<file path="config.mk">
export PLATFORM = sky130hd
export DESIGN_NAME = pn_rom_ctrl
export DESIGN_NICKNAME = d
export VERILOG_FILES = /design/src/rtl/pn_pkg.sv /design/src/rtl/pn_tag_pipe.sv /design/src/rtl/pn_rom_ctrl.sv
export SDC_FILE = /design/constraint.sdc
export NUM_CORES = 1
export LEC_CHECK = 0
export BUFFER_PORTS_ARGS = -buffer_cell sky130_fd_sc_hd__buf_2
export CORE_ASPECT_RATIO = 1.5
export CORE_MARGIN = 10
export CORE_UTILIZATION = 52
export CTS_CLUSTER_DIAMETER = 150
export CTS_CLUSTER_SIZE = 30
export DETAILED_ROUTE_END_ITERATION = 8
export PLACE_DENSITY_LB_ADDON = 0.08
export SETUP_SLACK_MARGIN = 0.15
export SYNTH_ARGS = -nofsm -noshare
export SYNTH_HDL_FRONTEND = slang
export SYNTH_SLANG_ARGS = --single-unit
</file>
<file path="constraint.sdc">
create_clock -name clk -period 2.2 [get_ports clk]
set_input_delay 0 -clock clk [delete_from_list [all_inputs] [get_ports clk]]
set_output_delay 0 -clock clk [all_outputs]
set_load 0.02 [all_outputs]
</file>
<file path="src/rtl/pn_pkg.sv">
// pn_pkg -- shared definitions for the PN ROM read controller.
//   pn_state_t    : controller FSM states (IDLE / RUN / DRAIN)
//   PN_ADDR_WIDTH : default PN ROM address width
//   PN_SEQ_LEN    : default number of chips in one PN period
//   PN_TAG_W      : width of the per-read {sof,eof} tag
package pn_pkg;

  typedef enum logic [1:0] {
    IDLE  = 2'd0,
    RUN   = 2'd1,
    DRAIN = 2'd2
  } pn_state_t;

  localparam int PN_ADDR_WIDTH = 10;
  localparam int PN_SEQ_LEN    = 1023;
  localparam int PN_TAG_W      = 2;

endpackage

</file>
<file path="src/rtl/pn_tag_pipe.sv">
// pn_tag_pipe -- DEPTH-stage shift register that carries the {sof,eof} tag
// of each ROM read so it lines up with the data the ROM returns DEPTH
// clocks later. Shifts every clock; idle slots carry an all-zero tag.
// Ports:
//   clk     : clock, rising edge
//   rst     : synchronous active-high reset, clears every stage
//   tag_in  : tag launched with the ROM read strobe
//   tag_out : tag aligned with the ROM's valid response
module pn_tag_pipe #(
  parameter int DEPTH = 1,
  parameter int WIDTH = 2
) (
  input  logic             clk,
  input  logic             rst,
  input  logic [WIDTH-1:0] tag_in,
  output logic [WIDTH-1:0] tag_out
);

  logic [WIDTH-1:0] stage [DEPTH];

  always_ff @(posedge clk) begin
    if (rst) begin
      for (int i = 0; i < DEPTH; i++) stage[i] <= '0;
    end else begin
      stage[0] <= tag_in;
      for (int i = 1; i < DEPTH; i++) stage[i] <= stage[i-1];
    end
  end

  assign tag_out = stage[DEPTH-1];

endmodule

</file>
<file path="src/rtl/pn_rom_ctrl.sv">
// pn_rom_ctrl -- reads a PN sequence out of a ROM one chip every SPC clocks
// and presents it as a registered chip stream with sof/eof markers.
// Optional feature macro: PN_ROM_CTRL_LOOP_EN adds loop_cnt[7:0]; the run then
// ends by itself after loop_cnt+1 full periods instead of running until stop.
// Ports:
//   clk        : clock, rising edge
//   rst        : synchronous active-high reset
//   start      : begin a run (only looked at in IDLE, ignored if stop is high)
//   stop       : abort the run (looked at in RUN)
//   loop_cnt   : (PN_ROM_CTRL_LOOP_EN only) periods to play minus one
//   busy       : high in RUN or DRAIN
//   rom_ena    : one-cycle ROM read strobe
//   rom_addr   : ROM read address
//   rom_data   : ROM chip
//   rom_valid  : rom_data is valid
//   chip_out   : registered chip
//   chip_valid : chip_out is valid
//   sof / eof  : chip is address 0 / SEQ_LEN-1, qualified by chip_valid
//   state_dbg  : current FSM state (pn_state_t encoding)
//
// ROM contract: every cycle with rom_ena=1 is one read of rom_addr; the ROM
// answers exactly ROM_LAT clocks later with rom_valid=1 for one cycle. There
// is no back-pressure, and rom_valid is registered unconditionally, whatever
// state the controller is in.
module pn_rom_ctrl
  import pn_pkg::*;
#(
  parameter int ADDR_WIDTH = PN_ADDR_WIDTH,
  parameter int SEQ_LEN    = PN_SEQ_LEN,
  parameter int SPC        = 8,
  parameter int ROM_LAT    = 1
) (
  input  logic                  clk,
  input  logic                  rst,
  input  logic                  start,
  input  logic                  stop,
`ifdef PN_ROM_CTRL_LOOP_EN
  input  logic [7:0]            loop_cnt,
`endif
  output logic                  busy,
  output logic                  rom_ena,
  output logic [ADDR_WIDTH-1:0] rom_addr,
  input  logic                  rom_data,
  input  logic                  rom_valid,
  output logic                  chip_out,
  output logic                  chip_valid,
  output logic                  sof,
  output logic                  eof,
  output logic [1:0]            state_dbg
);

  localparam int                    CNT_W      = (SPC > 1) ? $clog2(SPC) : 1;
  localparam logic [CNT_W-1:0]      CNT_LAST   = CNT_W'(SPC - 1);
  localparam logic [ADDR_WIDTH-1:0] ADDR_LAST  = ADDR_WIDTH'(SEQ_LEN - 1);
  localparam logic [1:0]            DRAIN_LAST = 2'(ROM_LAT - 1);

  pn_state_t               state, state_nxt;
  logic [CNT_W-1:0]        chip_cnt;
  logic [1:0]              drain_cnt;
  logic                    run_entry;
  logic [PN_TAG_W-1:0]     tag_in, tag_out;
`ifdef PN_ROM_CTRL_LOOP_EN
  logic [7:0]              loop_rem;
`endif

  // Next state and read strobe. stop wins over a read slot so an abort
  // never launches a read that DRAIN would not wait for.
  always_comb begin
    state_nxt = state;
    rom_ena   = 1'b0;
    run_entry = 1'b0;
    case (state)
      IDLE: begin
        if (start && !stop) begin
          state_nxt = RUN;
          run_entry = 1'b1;
        end
      end
      RUN: begin
        if (stop) begin
          state_nxt = DRAIN;
        end else begin
          rom_ena = (chip_cnt == '0);
`ifdef PN_ROM_CTRL_LOOP_EN
          // Issuing the last address of the last period ends the run.
          if (rom_ena && (rom_addr == ADDR_LAST) && (loop_rem == 8'd0))
            state_nxt = DRAIN;
`endif
        end
      end
      DRAIN: begin
        if (drain_cnt == DRAIN_LAST) state_nxt = IDLE;
      end
      default: state_nxt = IDLE;
    endcase
    // The register still holds the old state during reset; keep the
    // strobe quiet so no read escapes.
    if (rst) rom_ena = 1'b0;
  end

  assign busy      = !rst && (state != IDLE);
  assign state_dbg = state;

  always_ff @(posedge clk) begin
    if (rst) begin
      state     <= IDLE;
      chip_cnt  <= '0;
      drain_cnt <= '0;
      rom_addr  <= '0;
`ifdef PN_ROM_CTRL_LOOP_EN
      loop_rem  <= 8'd0;
`endif
    end else begin
      state <= state_nxt;
      if (run_entry) begin
        chip_cnt <= '0;
        rom_addr <= '0;
`ifdef PN_ROM_CTRL_LOOP_EN
        loop_rem <= loop_cnt;
`endif
      end else if (state == RUN) begin
        chip_cnt <= (chip_cnt == CNT_LAST) ? '0 : chip_cnt + 1'b1;
        if (rom_ena) begin
          rom_addr <= (rom_addr == ADDR_LAST) ? '0 : rom_addr + 1'b1;
`ifdef PN_ROM_CTRL_LOOP_EN
          if ((rom_addr == ADDR_LAST) && (loop_rem != 8'd0))
            loop_rem <= loop_rem - 8'd1;
`endif
        end
      end
      drain_cnt <= (state == DRAIN) ? drain_cnt + 2'd1 : 2'd0;
    end
  end

  // Tag = {sof, eof} of the address being read this cycle.
  assign tag_in = rom_ena ? {rom_addr == '0, rom_addr == ADDR_LAST} : '0;

  pn_tag_pipe #(
    .DEPTH (ROM_LAT),
    .WIDTH (PN_TAG_W)
  ) u_tag_pipe (
    .clk     (clk),
    .rst     (rst),
    .tag_in  (tag_in),
    .tag_out (tag_out)
  );

  always_ff @(posedge clk) begin
    if (rst) begin
      chip_out   <= 1'b0;
      chip_valid <= 1'b0;
      sof        <= 1'b0;
      eof        <= 1'b0;
    end else begin
      chip_valid <= rom_valid;
      sof        <= rom_valid & tag_out[1];
      eof        <= rom_valid & tag_out[0];
      if (rom_valid) chip_out <= rom_data;
    end
  end

endmodule
</file>
### Word-level counts from Yosys, hierarchy flattened

Memories as Yosys holds them, arrays and structs flattened.
Index checks and enable logic that the tools add are counted.

* logic and storage cells: 53
* memories kept: 1
* memory bits (writable): 2
* input bits: 6
* register bits after elaboration: 21
* memory bits (read-only): 0
* latch bits: 0

Memories
* u_tag_pipe.stage: words 1, width 2, rd ports 1, clocked after Yosys merged registers in 0, wr ports 1, line pn_tag_pipe.sv:19 `logic [WIDTH-1:0] stage [DEPTH];`

* $mul: 0
* add/sub/neg operators: 3
* reduce and logical (&&, ||, !) cells: 14
* bitwise operators: 3
* shift-type cells: 0
* mux-type cells: 17
* $lt $le $gt $ge: 0
* divide/modulo/power cells: 0
* equal/unequal tests: 7

Operators with widths (count)
* adder 10 x 1 -> 10 bit (second input constant): 1
* equality test 10 bit (second input constant): 1
* logical NOT 10 bit: 1
* two-way mux 10 bit: 1
* two-way mux 2 bit: 5
* two-way mux 1 bit: 9
* inequality test 2 bit (second input constant): 3
* case mux 2 bit (3 select lines): 1
* OR reduction 2 bit: 3
* logical NOT 2 bit: 2
* adder 3 x 1 -> 3 bit (second input constant): 1
* equality test 3 bit (second input constant): 1
* logical NOT 3 bit: 1
* two-way mux 3 bit: 1
* AND reduction 3 bit: 1
* adder 2 x 1 -> 2 bit (second input constant): 1
* AND 1 bit: 2
* equality test 2 x 1 -> 1 bit (second input constant): 1
* equality test 2 bit (second input constant): 1
* logical AND 1 bit: 2
* logical NOT 1 bit: 2
* AND reduction 2 bit: 1
* nonzero test 2 bit: 1
* NOT 1 bit: 1

### Longest topological paths before layout

Gate-level depths: netlist of the first run.

* depth in word-level cells: 6
* gate-level depth with buffers: 7
* depth with buffers taken out: 6

### Modules after synthesis

Synthesis of the first run repeated with hierarchy kept, for this count alone.

* cell total of the unflattened synthesis: 118
* area, all modules: 1111.1 µm²

By module, submodules not included
* pn_rom_ctrl: instances 1, area an instance 1058.5 µm², cells an instance 114
* pn_tag_pipe: instances 1, area an instance 52.6 µm², cells an instance 4

### Least setup slack after synthesis of the first run

No wires, ideal clock.

* kind: register -> register
* start point: register state[0] (netlist: state_dbg[0])
* end point: register rom_addr[0]
* buffers on the path: 1
* cell stages (with the launch flop): 6
* arrival: 1536 ps
* setup slack: 537 ps
* path through: dfxtp_1 -> buf_2 -> nand4bb_4 -> or3_1 -> o21bai_2 -> nor2_1

* word-level cells in the longest chain between the ends: 4
* elaborated cells on any way between the ends: 7

Ends and longest elaborated chain
* start: declaration: line pn_rom_ctrl.sv:57 `pn_state_t state, state_nxt;`
* start signal: assignment: line pn_rom_ctrl.sv:114 `state <= state_nxt;`
* equality test 2 x 1 -> 1 bit: line pn_rom_ctrl.sv:72, pn_rom_ctrl.sv:121
* two-way mux 1 bit: line pn_rom_ctrl.sv:72 `case (state)`
* two-way mux 1 bit: line pn_rom_ctrl.sv:98 `if (rst) rom_ena = 1'b0;`
* AND reduction 2 bit (no source line)
* end signal: assignment: line pn_rom_ctrl.sv:124 `rom_addr <= (rom_addr == ADDR_LAST) ? '0 : rom_addr + 1'b1;`
* end: declaration: line pn_rom_ctrl.sv:42 `output logic [ADDR_WIDTH-1:0] rom_addr,`

Several ways; a longest one is shown, not always the timed one.
A chain may end at the register's enable or synchronous reset.

### Worst setup path in the final report of the first run

* start point: register chip_cnt[0]
* end point: register rom_addr[2]

* word-level cells in the longest chain between the ends: 5

Ends and longest elaborated chain
* start: declaration: line pn_rom_ctrl.sv:58 `logic [CNT_W-1:0] chip_cnt;`
* start signal: assignment: line pn_rom_ctrl.sv:122 `chip_cnt <= (chip_cnt == CNT_LAST) ? '0 : chip_cnt + 1'b1;`
* logical NOT 3 bit: line pn_rom_ctrl.sv:83 `rom_ena = (chip_cnt == '0);`
* two-way mux 1 bit: line pn_rom_ctrl.sv:80 `if (stop) begin`
* two-way mux 1 bit: line pn_rom_ctrl.sv:72
* two-way mux 1 bit: line pn_rom_ctrl.sv:98
* AND reduction 2 bit (no source line)

Every way passes these cells.

==> report_table.html, run 1 <==
<table>
<tr><th>Metric</th><th>Value</th></tr>
<tr><th colspan="2">Status</th></tr>
<tr><td>Result of the run</td><td>finished, final reports clean</td></tr>
<tr><th colspan="2">Power</th></tr>
<tr><td>PD cells</td><td>around 520 mW/mm2</td></tr>
<tr><td>Int Pwr</td><td>between 500 and 600 uW</td></tr>
<tr><td>Post-layout total power</td><td>694 uW</td></tr>
<tr><td>Largest voltage drop on the vdd net</td><td>approximately 0.45 mV</td></tr>
<tr><td>Leakage power figure</td><td>between 0.5 and 0.6 nW</td></tr>
<tr><td>Psw</td><td>173 uW</td></tr>
<tr><td>Sequential share of power</td><td>~62%</td></tr>
<tr><td>Net switching share of the total power</td><td>roughly a quarter</td></tr>
<tr><td>Share of total power in combinational logic</td><td>about 8.8%</td></tr>
<tr><td>Clock network fraction of design power</td><td>between 20 and 30%</td></tr>
<tr><th colspan="2">Critical path</th></tr>
<tr><td>Crit Path Max Fanout</td><td>9</td></tr>
<tr><td>Critical path buffer and inverter count</td><td>1</td></tr>
<tr><td>Reg2Reg Capture Point</td><td>rom_addr[2]$_SDFFE_PP0P_</td></tr>
<tr><td>Crit-path leading delay family</td><td>simple AND/OR/NAND/NOR gates</td></tr>
<tr><td>Source of the critical timing path</td><td>chip_cnt[0]$_SDFFE_PP0N_</td></tr>
<tr><td>Slack of the worst reg-to-reg path</td><td>about 440 ps</td></tr>
<tr><td>Required arrival time at the worst endpoint</td><td>around 2400 ps</td></tr>
<tr><td>Kind of critical path</td><td>flip-flop to flip-flop</td></tr>
<tr><td>Startpoint of the lowest-slack register-to-register path</td><td>chip_cnt[0]$_SDFFE_PP0N_</td></tr>
<tr><td>Slowest stage cell on the critical path</td><td>sky130_fd_sc_hd__or3_1</td></tr>
<tr><td>Slowest stage delay, CP</td><td>about 430 ps</td></tr>
<tr><td>Type of origin of the critical path</td><td>flip-flop</td></tr>
<tr><td>Cell chain of the critical path</td><td>inv_1, ha_1, nand4bb_4, or3_1, o21bai_2, nor2_1</td></tr>
<tr><td>Capturing instance or port of the critical path</td><td>rom_addr[2]$_SDFFE_PP0P_</td></tr>
<tr><td>Arrival time worst endpoint</td><td>~2000 ps</td></tr>
<tr><td>Stages on the worst setup path</td><td>6</td></tr>
<tr><td>Depth of the worst register-to-register path</td><td>6</td></tr>
<tr><td>Category of the worst setup path capture point</td><td>flip-flop</td></tr>
<tr><th colspan="2">Final layout</th></tr>
<tr><td>Share of final-layout standard cells stronger than drive strength 1</td><td>between 20% and 30%</td></tr>
<tr><td>Number of inserted filler cells in the final layout</td><td>about 180</td></tr>
<tr><td>Commonest non-fill, non-tap cells in the layout</td><td>23 x sky130_fd_sc_hd__dfxtp_1, 23 x sky130_fd_sc_hd__buf_2, 18 x sky130_fd_sc_hd__nor2_1</td></tr>
<tr><td>Synthesis-to-layout area growth</td><td>20.7%</td></tr>
<tr><td>Number of antenna repair diodes</td><td>0</td></tr>
<tr><td>Post-layout net count</td><td>roughly 160</td></tr>
<tr><td>Final Non-Filler Cells</td><td>around 170</td></tr>
<tr><th colspan="2">Clock network</th></tr>
<tr><td>Clock transition at the registers of the reported paths</td><td>~130 ps</td></tr>
<tr><td>Clock network latency to the later pin of the worst-skew pair</td><td>between 300 and 400 ps</td></tr>
<tr><td>Number of buffers created by CTS</td><td>3</td></tr>
<tr><td>Number of clock sinks</td><td>23</td></tr>
<tr><td>Clock tree from TritonCTS</td><td>yes</td></tr>
<tr><td>Clock Root Buffer</td><td>sky130_fd_sc_hd__clkbuf_4</td></tr>
<tr><td>H-tree lvl count</td><td>1</td></tr>
<tr><td>Count of instances resized after the clock tree is built</td><td>0</td></tr>
<tr><td>Maximum number of buffers from clock root to sink</td><td>2</td></tr>
<tr><th colspan="2">GRT</th></tr>
<tr><td>Remaining global-route overflow</td><td>0</td></tr>
<tr><td>Number of antenna violations at the first check in global routing</td><td>0</td></tr>
<tr><td>First-pass GRT wire length</td><td>between 4000 and 5000 um</td></tr>
<tr><td>Pin count of the biggest net entering global routing</td><td>15</td></tr>
<tr><td>Vias in the first global route</td><td>approximately 920</td></tr>
<tr><td>All-layer global routing usage</td><td>a little under an eighth</td></tr>
<tr><th colspan="2">Floorplan</th></tr>
<tr><td>I/O pin cnt</td><td>24</td></tr>
<tr><td>Starting Density</td><td>54.7%</td></tr>
<tr><td>Die height</td><td>about 77 um</td></tr>
<tr><td>Total Die Area</td><td>about 0.0044 mm2</td></tr>
<tr><td>Die Wd</td><td>57.7 um</td></tr>
<tr><td>Core Footprint</td><td>between 0.002 and 0.0025 mm2</td></tr>
<tr><td>Number of standard-cell rows in the floorplan</td><td>20</td></tr>
<tr><th colspan="2">STA</th></tr>
<tr><td>Slew @ Worst Pin</td><td>around 370 ps</td></tr>
<tr><td>Setup repair after global routing missed its margin</td><td>no</td></tr>
<tr><td>Clock tree skew after final layout</td><td>between 1.5 and 2 ps</td></tr>
<tr><td>Time the worst path needs with I/O delays and setup</td><td>around 1800 ps</td></tr>
<tr><td>Final hold vios</td><td>0</td></tr>
<tr><td>TNS Setup</td><td>0 ps</td></tr>
<tr><td>Worst-case headroom to the max-slew limit</td><td>between 70 and 80%</td></tr>
<tr><td>Max frequency</td><td>between 500 and 600 MHz</td></tr>
<tr><td>Fraction of the cycle the final worst path needs</td><td>between 70% and 80%</td></tr>
<tr><td>Final Slew Violations</td><td>0</td></tr>
<tr><td>Final setup violating endpoints</td><td>0</td></tr>
<tr><th colspan="2">Placed design</th></tr>
<tr><td>Post-DP HPWL</td><td>approximately 1800 um</td></tr>
<tr><td>Number of port buffers</td><td>23</td></tr>
<tr><td>Number of cells in the design after placement</td><td>161</td></tr>
<tr><td>Final GP Congestion</td><td>0.896</td></tr>
<tr><th colspan="2">Routing</th></tr>
<tr><td>Total number of vias</td><td>931</td></tr>
<tr><td>Final routed DRC violation total</td><td>0</td></tr>
<tr><td>Final Routed Wirelength</td><td>2460 um</td></tr>
<tr><td>Number of routed nets with antenna violations</td><td>0</td></tr>
<tr><td>Starting DRT DRC Count</td><td>13</td></tr>
<tr><td>Routed wire per std cell</td><td>about 14 um</td></tr>
<tr><td>Pre-Repair DR Iteration Count</td><td>4</td></tr>
<tr><td>Detailed-route vias per instance</td><td>approximately 5.4</td></tr>
<tr><th colspan="2">Min path</th></tr>
<tr><td>Worst hold path cell count</td><td>4</td></tr>
<tr><td>Worst min-delay path class</td><td>primary input to flip-flop</td></tr>
<tr><th colspan="2">Synthesis</th></tr>
<tr><td>Number of distinct standard cells referenced by the synthesized netlist</td><td>33</td></tr>
<tr><td>Top cell type by total area after synthesis</td><td>sky130_fd_sc_hd__dfxtp_1</td></tr>
<tr><td>Total standard cell area after synthesis</td><td>~0.0011 mm2</td></tr>
<tr><td>Sequential element share of the synthesized area</td><td>roughly two fifths</td></tr>
<tr><td>Post-synthesis sequential element count</td><td>23</td></tr>
<tr><td>Cell types with the largest area share after synthesis</td><td>sky130_fd_sc_hd__dfxtp_1 42%, sky130_fd_sc_hd__ha_1 7.9%, sky130_fd_sc_hd__nor2_1 6.1%</td></tr>
<tr><td>Number of synthesized flops with an enable pin</td><td>0</td></tr>
<tr><td>Area fraction of the dominant cell type after synthesis</td><td>41.5%</td></tr>
<tr><td>Post-Syn Nets</td><td>~130</td></tr>
<tr><td>Syn avg cell area</td><td>about 9.4 um2</td></tr>
<tr><td>Number of warnings reported in the yosys synthesis log</td><td>0</td></tr>
<tr><td>Synth Instances</td><td>between 100 and 150</td></tr>
<tr><td>Dominant synthesized flop cell</td><td>sky130_fd_sc_hd__dfxtp_1</td></tr>
<tr><td>Async set-reset flop share out of synthesis</td><td>0%</td></tr>
<tr><th colspan="2">Job</th></tr>
<tr><td>Max_cap viols</td><td>0</td></tr>
</table>
-- power by group through the flow --
stage | logic (mW) | registers, mW | clock network (mW)
after floorplan | 0.0334 | 0.439 | 0
after global placement | 0.0502 | 0.437 | 0
after detailed placement | 0.0515 | 0.438 | 0
after CTS | 0.0608 | 0.428 | 0.209
after global routing | 0.0669 | 0.429 | 0.219
final | 0.0608 | 0.428 | 0.205
-- worst register-to-register path, stage by stage (launching register included) --
cell	delay (ps)
sky130_fd_sc_hd__dfxtp_1	360
sky130_fd_sc_hd__inv_1	70
sky130_fd_sc_hd__ha_1	200
sky130_fd_sc_hd__nand4bb_4	180
sky130_fd_sc_hd__or3_1	430
sky130_fd_sc_hd__o21bai_2	330
sky130_fd_sc_hd__nor2_1	100
-- metrics by stage --
stage	utilization [%]	hold WS [ps]	setup WS (ps)	cell area (um2)
CTS	66.0	101	424	1340
floorplan	-	110	537	1110
global placement	61.0	214	521	1240
detailed placement	61.0	220	442	1240
finish	66.0	109	441	1340
global route	66.0	113	298	1340
-- layer usage --
metal,track usage [%],wire length [um],up-vias
li1,-,-,466
met1,11.0,934,433
met2,19.2,1290,26
met3,3.17,160,6
met4,8.25,72,0
met5,0,0,-
-- repair_timing --
| action | 4_1_cts | 5_1_grt |
|---|---|---|
| buffers inserted | 0 | 0 |
| hold endpoints to repair | 6 | 0 |
| hold buffers | 7 | 0 |
-- area by class of cell --
class | instances | area (um2) | area share (%)
multi-input cells | 84 | 597 | 44.6
clock inverters | 1 | 7.51 | 0.561
repair buffers | 31 | 193 | 14.4
clock buffers | 3 | 22.5 | 1.68
flip-flops and latches | 23 | 460 | 34.4
inverters | 8 | 30.0 | 2.25
well taps | 22 | 27.5 | 2.06
-- cell usage after synthesis (all sizes together), types with 2 or more instances --
master	instances
a21oi	8
and2	3
buf	3
dfxtp	23
ha	7
inv	8
nand2	6
nand3	5
nand4bb	2
nor2	18
nor3	4
nor3b	2
nor4	5
or2	2
xnor2	6
xor2	2
-- cell families (layout without fill, tap and decap cells) --
kind of cell | Yosys count | after routing | share of synthesized area (%)
xor gates and xnor gates | 8 | 8 | 6.32
adders and majority gates | 7 | 7 | 7.90
AOI/OAI and AO/OA | 12 | 12 | 6.89
DFF | 23 | 23 | 41.5
and+or+nand+nor | 56 | 56 | 31.8
buffers and inverters | 11 | 43 | 4.63
muxes | 1 | 1 | 0.903
-- flip-flops by register name, summed over array words and instances, names as in the netlist --
register,count
chip_cnt,3
chip_out,1
chip_valid,1
drain_cnt,2
eof,1
rom_addr,10
sof,1
state_dbg,2
u_tag_pipe.stage,2
-- worst min-delay path by stage --
stage | startpoint | endpoint | slack, ps
3_3_place_gp | start | state_dbg[0]$_SDFFE_PP0P_ | 210
5_1_grt | stop | state_dbg[0]$_SDFFE_PP0P_ | 110
6_report | stop | state_dbg[0]$_SDFFE_PP0P_ | 110
3_5_place_dp | start | state_dbg[0]$_SDFFE_PP0P_ | 220
4_1_cts | stop | state_dbg[0]$_SDFFE_PP0P_ | 100
2_1_floorplan | start | state_dbg[0]$_SDFFE_PP0P_ | 110
No activity file was read; power rests on OpenSTA's default activity.
==> inputs of run 2 (changes only) <==
- CORE_UTILIZATION: 52 -> 47
- clock period: 2.2 -> 1.5 ns (I/O delays scaled with it)
==> run 2 against run 1 <==
The flow now finishes with violations (setup timing). Die area increased by 7.3%. Critical path depth decreased by 2. Flip-flop and latch count unchanged. Routed wire length increased by 18%. Cell count increased by 9.3%. Largest cell class unchanged. Highest routed layer unchanged.
==> report_table.html, run 2 (synthesis results as in run 1) <==
<table>
<tr><th>Metric</th><th>Value</th></tr>
<tr><th colspan="2">Status</th></tr>
<tr><td>Result of the run</td><td>finished, violations left</td></tr>
<tr><td>Violations in the final reports</td><td>setup timing</td></tr>
<tr><th colspan="2">STA</th></tr>
<tr><td>Time the worst path needs with I/O delays and setup</td><td>~1600 ps</td></tr>
<tr><td>Slew @ Worst Pin</td><td>approximately 330 ps</td></tr>
<tr><td>Clock tree skew after final layout</td><td>5.47 ps</td></tr>
<tr><td>Final Slew Violations</td><td>0</td></tr>
<tr><td>Max frequency</td><td>around 640 MHz</td></tr>
<tr><td>Worst-case headroom to the max-slew limit</td><td>between 70 and 80%</td></tr>
<tr><td>Fraction of the cycle the final worst path needs</td><td>105%</td></tr>
<tr><td>Final hold vios</td><td>0</td></tr>
<tr><td>Worst Slack Setup Final</td><td>-73.4 ps</td></tr>
<tr><td>TNS Setup</td><td>-73.4 ps</td></tr>
<tr><td>Setup repair after global routing missed its margin</td><td>yes</td></tr>
<tr><td>Final setup violating endpoints</td><td>1</td></tr>
<tr><th colspan="2">Routing</th></tr>
<tr><td>Number of routed nets with antenna violations</td><td>0</td></tr>
<tr><td>Detailed-route vias per instance</td><td>~5.4</td></tr>
<tr><td>Routed wire per std cell</td><td>between 15 and 20 um</td></tr>
<tr><td>Final routed DRC violation total</td><td>0</td></tr>
<tr><td>Final Routed Wirelength</td><td>between 2000 and 3000 um</td></tr>
<tr><td>Starting DRT DRC Count</td><td>25</td></tr>
<tr><td>Pre-Repair DR Iteration Count</td><td>5</td></tr>
<tr><td>Total number of vias</td><td>1006</td></tr>
<tr><th colspan="2">Critical path</th></tr>
<tr><td>Slack of the worst reg-to-reg path</td><td>-70 ps</td></tr>
<tr><td>Required arrival time at the worst endpoint</td><td>between 1500 and 2000 ps</td></tr>
<tr><td>Kind of critical path</td><td>flip-flop to flip-flop</td></tr>
<tr><td>Depth of the worst register-to-register path</td><td>4</td></tr>
<tr><td>Arrival time worst endpoint</td><td>1830 ps</td></tr>
<tr><td>Type of origin of the critical path</td><td>flip-flop</td></tr>
<tr><td>Crit Path Max Fanout</td><td>5</td></tr>
<tr><td>Category of the worst setup path capture point</td><td>flip-flop</td></tr>
<tr><td>Slowest stage cell on the critical path</td><td>sky130_fd_sc_hd__or3b_4</td></tr>
<tr><td>Cell chain of the critical path</td><td>nand4bb_4, nor4_4, or3b_4, a21oi_2</td></tr>
<tr><td>Slowest stage delay, CP</td><td>430 ps</td></tr>
<tr><th colspan="2">Final layout</th></tr>
<tr><td>Largest register by flop count</td><td>rom_addr</td></tr>
<tr><td>Regs by FF count</td><td>rom_addr x10, chip_cnt x3</td></tr>
<tr><td>Commonest non-fill, non-tap cells in the layout</td><td>22 x sky130_fd_sc_hd__buf_2, 18 x sky130_fd_sc_hd__nor2_1, 17 x sky130_fd_sc_hd__buf_4</td></tr>
<tr><td>Number of flip-flops in the largest register</td><td>10</td></tr>
<tr><td>Synthesis-to-layout area growth</td><td>42.6%</td></tr>
<tr><td>Core occupancy in the finished layout</td><td>70.8%</td></tr>
<tr><td>Sequential cell area</td><td>approximately 480 um2</td></tr>
<tr><td>Number of inserted filler cells in the final layout</td><td>about 180</td></tr>
<tr><td>Number of antenna repair diodes</td><td>0</td></tr>
<tr><td>Area taken by multi-input logic gates</td><td>around 720 um2</td></tr>
<tr><td>Most frequent standard cell in the layout excluding fill and tap cells</td><td>sky130_fd_sc_hd__buf_2</td></tr>
<tr><td>Post-layout net count</td><td>between 150 and 200</td></tr>
<tr><td>Share of final-layout standard cells stronger than drive strength 1</td><td>about half</td></tr>
<tr><th colspan="2">Power</th></tr>
<tr><td>Int Pwr</td><td>around 780 uW</td></tr>
<tr><td>Psw</td><td>about 250 uW</td></tr>
<tr><td>Share of total power in combinational logic</td><td>a little under an eighth</td></tr>
<tr><td>Leakage power figure</td><td>around 0.64 nW</td></tr>
<tr><td>Sequential share of power</td><td>60.7%</td></tr>
<tr><td>Largest voltage drop on the vdd net</td><td>between 0.4 and 0.5 mV</td></tr>
<tr><td>Clock network fraction of design power</td><td>between 20% and 30%</td></tr>
<tr><td>Net switching share of the total power</td><td>around a quarter</td></tr>
<tr><td>PD cells</td><td>around 650 mW/mm2</td></tr>
<tr><th colspan="2">GRT</th></tr>
<tr><td>Vias in the first global route</td><td>about 1100</td></tr>
<tr><td>First-pass GRT wire length</td><td>4860 um</td></tr>
<tr><td>Remaining global-route overflow</td><td>0</td></tr>
<tr><td>All-layer global routing usage</td><td>approximately an eighth</td></tr>
<tr><td>Pin count of the biggest net entering global routing</td><td>13</td></tr>
<tr><td>Number of antenna violations at the first check in global routing</td><td>0</td></tr>
<tr><th colspan="2">Placed design</th></tr>
<tr><td>Worst setup timing slack at the placement stage</td><td>-39.1 ps</td></tr>
<tr><td>Post-DP HPWL</td><td>1970 um</td></tr>
<tr><td>Final GP Congestion</td><td>approximately 0.84</td></tr>
<tr><td>Number of port buffers</td><td>23</td></tr>
<tr><th colspan="2">Job</th></tr>
<tr><td>Max_cap viols</td><td>0</td></tr>
<tr><th colspan="2">Floorplan</th></tr>
<tr><td>Die Wd</td><td>between 50 and 60 um</td></tr>
<tr><td>Core Footprint</td><td>between 0.002 and 0.0025 mm2</td></tr>
<tr><td>Starting Density</td><td>49.6%</td></tr>
<tr><td>Number of standard-cell rows in the floorplan</td><td>21</td></tr>
<tr><td>Die height</td><td>roughly 80 um</td></tr>
<tr><td>I/O pin cnt</td><td>24</td></tr>
<tr><td>Total Die Area</td><td>0.00474 mm2</td></tr>
<tr><th colspan="2">Clock network</th></tr>
<tr><td>Clock Root Buffer</td><td>sky130_fd_sc_hd__clkbuf_4</td></tr>
<tr><td>Number of clock sinks</td><td>23</td></tr>
<tr><td>Clock network latency to the later pin of the worst-skew pair</td><td>a little over 300 ps</td></tr>
<tr><td>H-tree lvl count</td><td>1</td></tr>
<tr><td>Clock tree from TritonCTS</td><td>yes</td></tr>
<tr><td>Number of buffers created by CTS</td><td>3</td></tr>
<tr><td>Clock transition at the registers of the reported paths</td><td>120 ps</td></tr>
<tr><td>Maximum number of buffers from clock root to sink</td><td>2</td></tr>
<tr><th colspan="2">Min path</th></tr>
<tr><td>Worst hold path cell count</td><td>3</td></tr>
<tr><td>Worst min-delay path class</td><td>primary input to flip-flop</td></tr>
</table>
run 2: cell types whose count changed in the layout (fill, tap and decap cells not counted), sizes merged:
cell	change
buf	+17
dlygate4sd3	-3
clkinvlp	-1
o21bai	+1
clkbuf	+1
run 2: layout make-up:
type | instances | share of cell area (%)
Inverter | 8 | 1.90
Clock buffer | 4 | 1.66
Multi-Input combinational cell | 85 | 45.4
Tap cell | 23 | 1.82
Sequential cell | 23 | 30.2
Timing Repair Buffer | 45 | 19.0
run 2: layer usage:
metal | vias up | GRT usage, % | share of wire (%)
met3 | 16 | 3.03 | 5.4
met2 | 30 | 22.8 | 55
met4 | 0 | 7.66 | 3.6
li1 | 498 | - | -
met1 | 462 | 12.8 | 36
met5 | - | 0 | 0
run 2: repair_timing:
item                       4_1_cts  5_1_grt
hold endpoints to repair         3        0
gates resized for setup         19        6
pin swaps                        8        4
gates cloned                     1        0
buffers inserted                 3        0
setup endpoints to repair       12       14
hold buffers                     4        0
run 2: worst max-delay path, delay by kind of cell, from the launching register on:
kind               cells  cell delay (ps)
AOI/OAI and AO/OA      1              140
DFF                    1              360
and+or+nand+nor        3             1020
run 2: through the flow:
stage / cell area, um2 / hold WS, ps / total power [mW] / cells
global placement: 1380 / 218 / 0.729 / 176
detailed placement: 1380 / 223 / 0.731 / 176
CTS: 1560 / 17.1 / 1.03 / 188
global route: 1580 / 24.0 / 1.08 / 188
finish: 1580 / 5.95 / 1.03 / 188
floorplan: 1150 / 110 / 0.695 / 118
run 2: final timing paths:
path / start / end
max: state_dbg[1]$_SDFFE_PP0P_ / rom_addr[9]$_SDFFE_PP0P_
min: stop / state_dbg[1]$_SDFFE_PP0P_
max reg2reg: state_dbg[1]$_SDFFE_PP0P_ / rom_addr[9]$_SDFFE_PP0P_
min reg2reg: drain_cnt[0]$_SDFF_PP0_ / drain_cnt[0]$_SDFF_PP0_
run 2: power by group through the flow:
stage	Sequential (mW)	Combinational [mW]	Clock [mW]
3_5_place_dp	0.636	0.0952	0
3_3_place_gp	0.636	0.0926	0
5_1_grt	0.625	0.129	0.323
6_report	0.623	0.118	0.286
2_1_floorplan	0.643	0.0524	0
4_1_cts	0.623	0.116	0.293
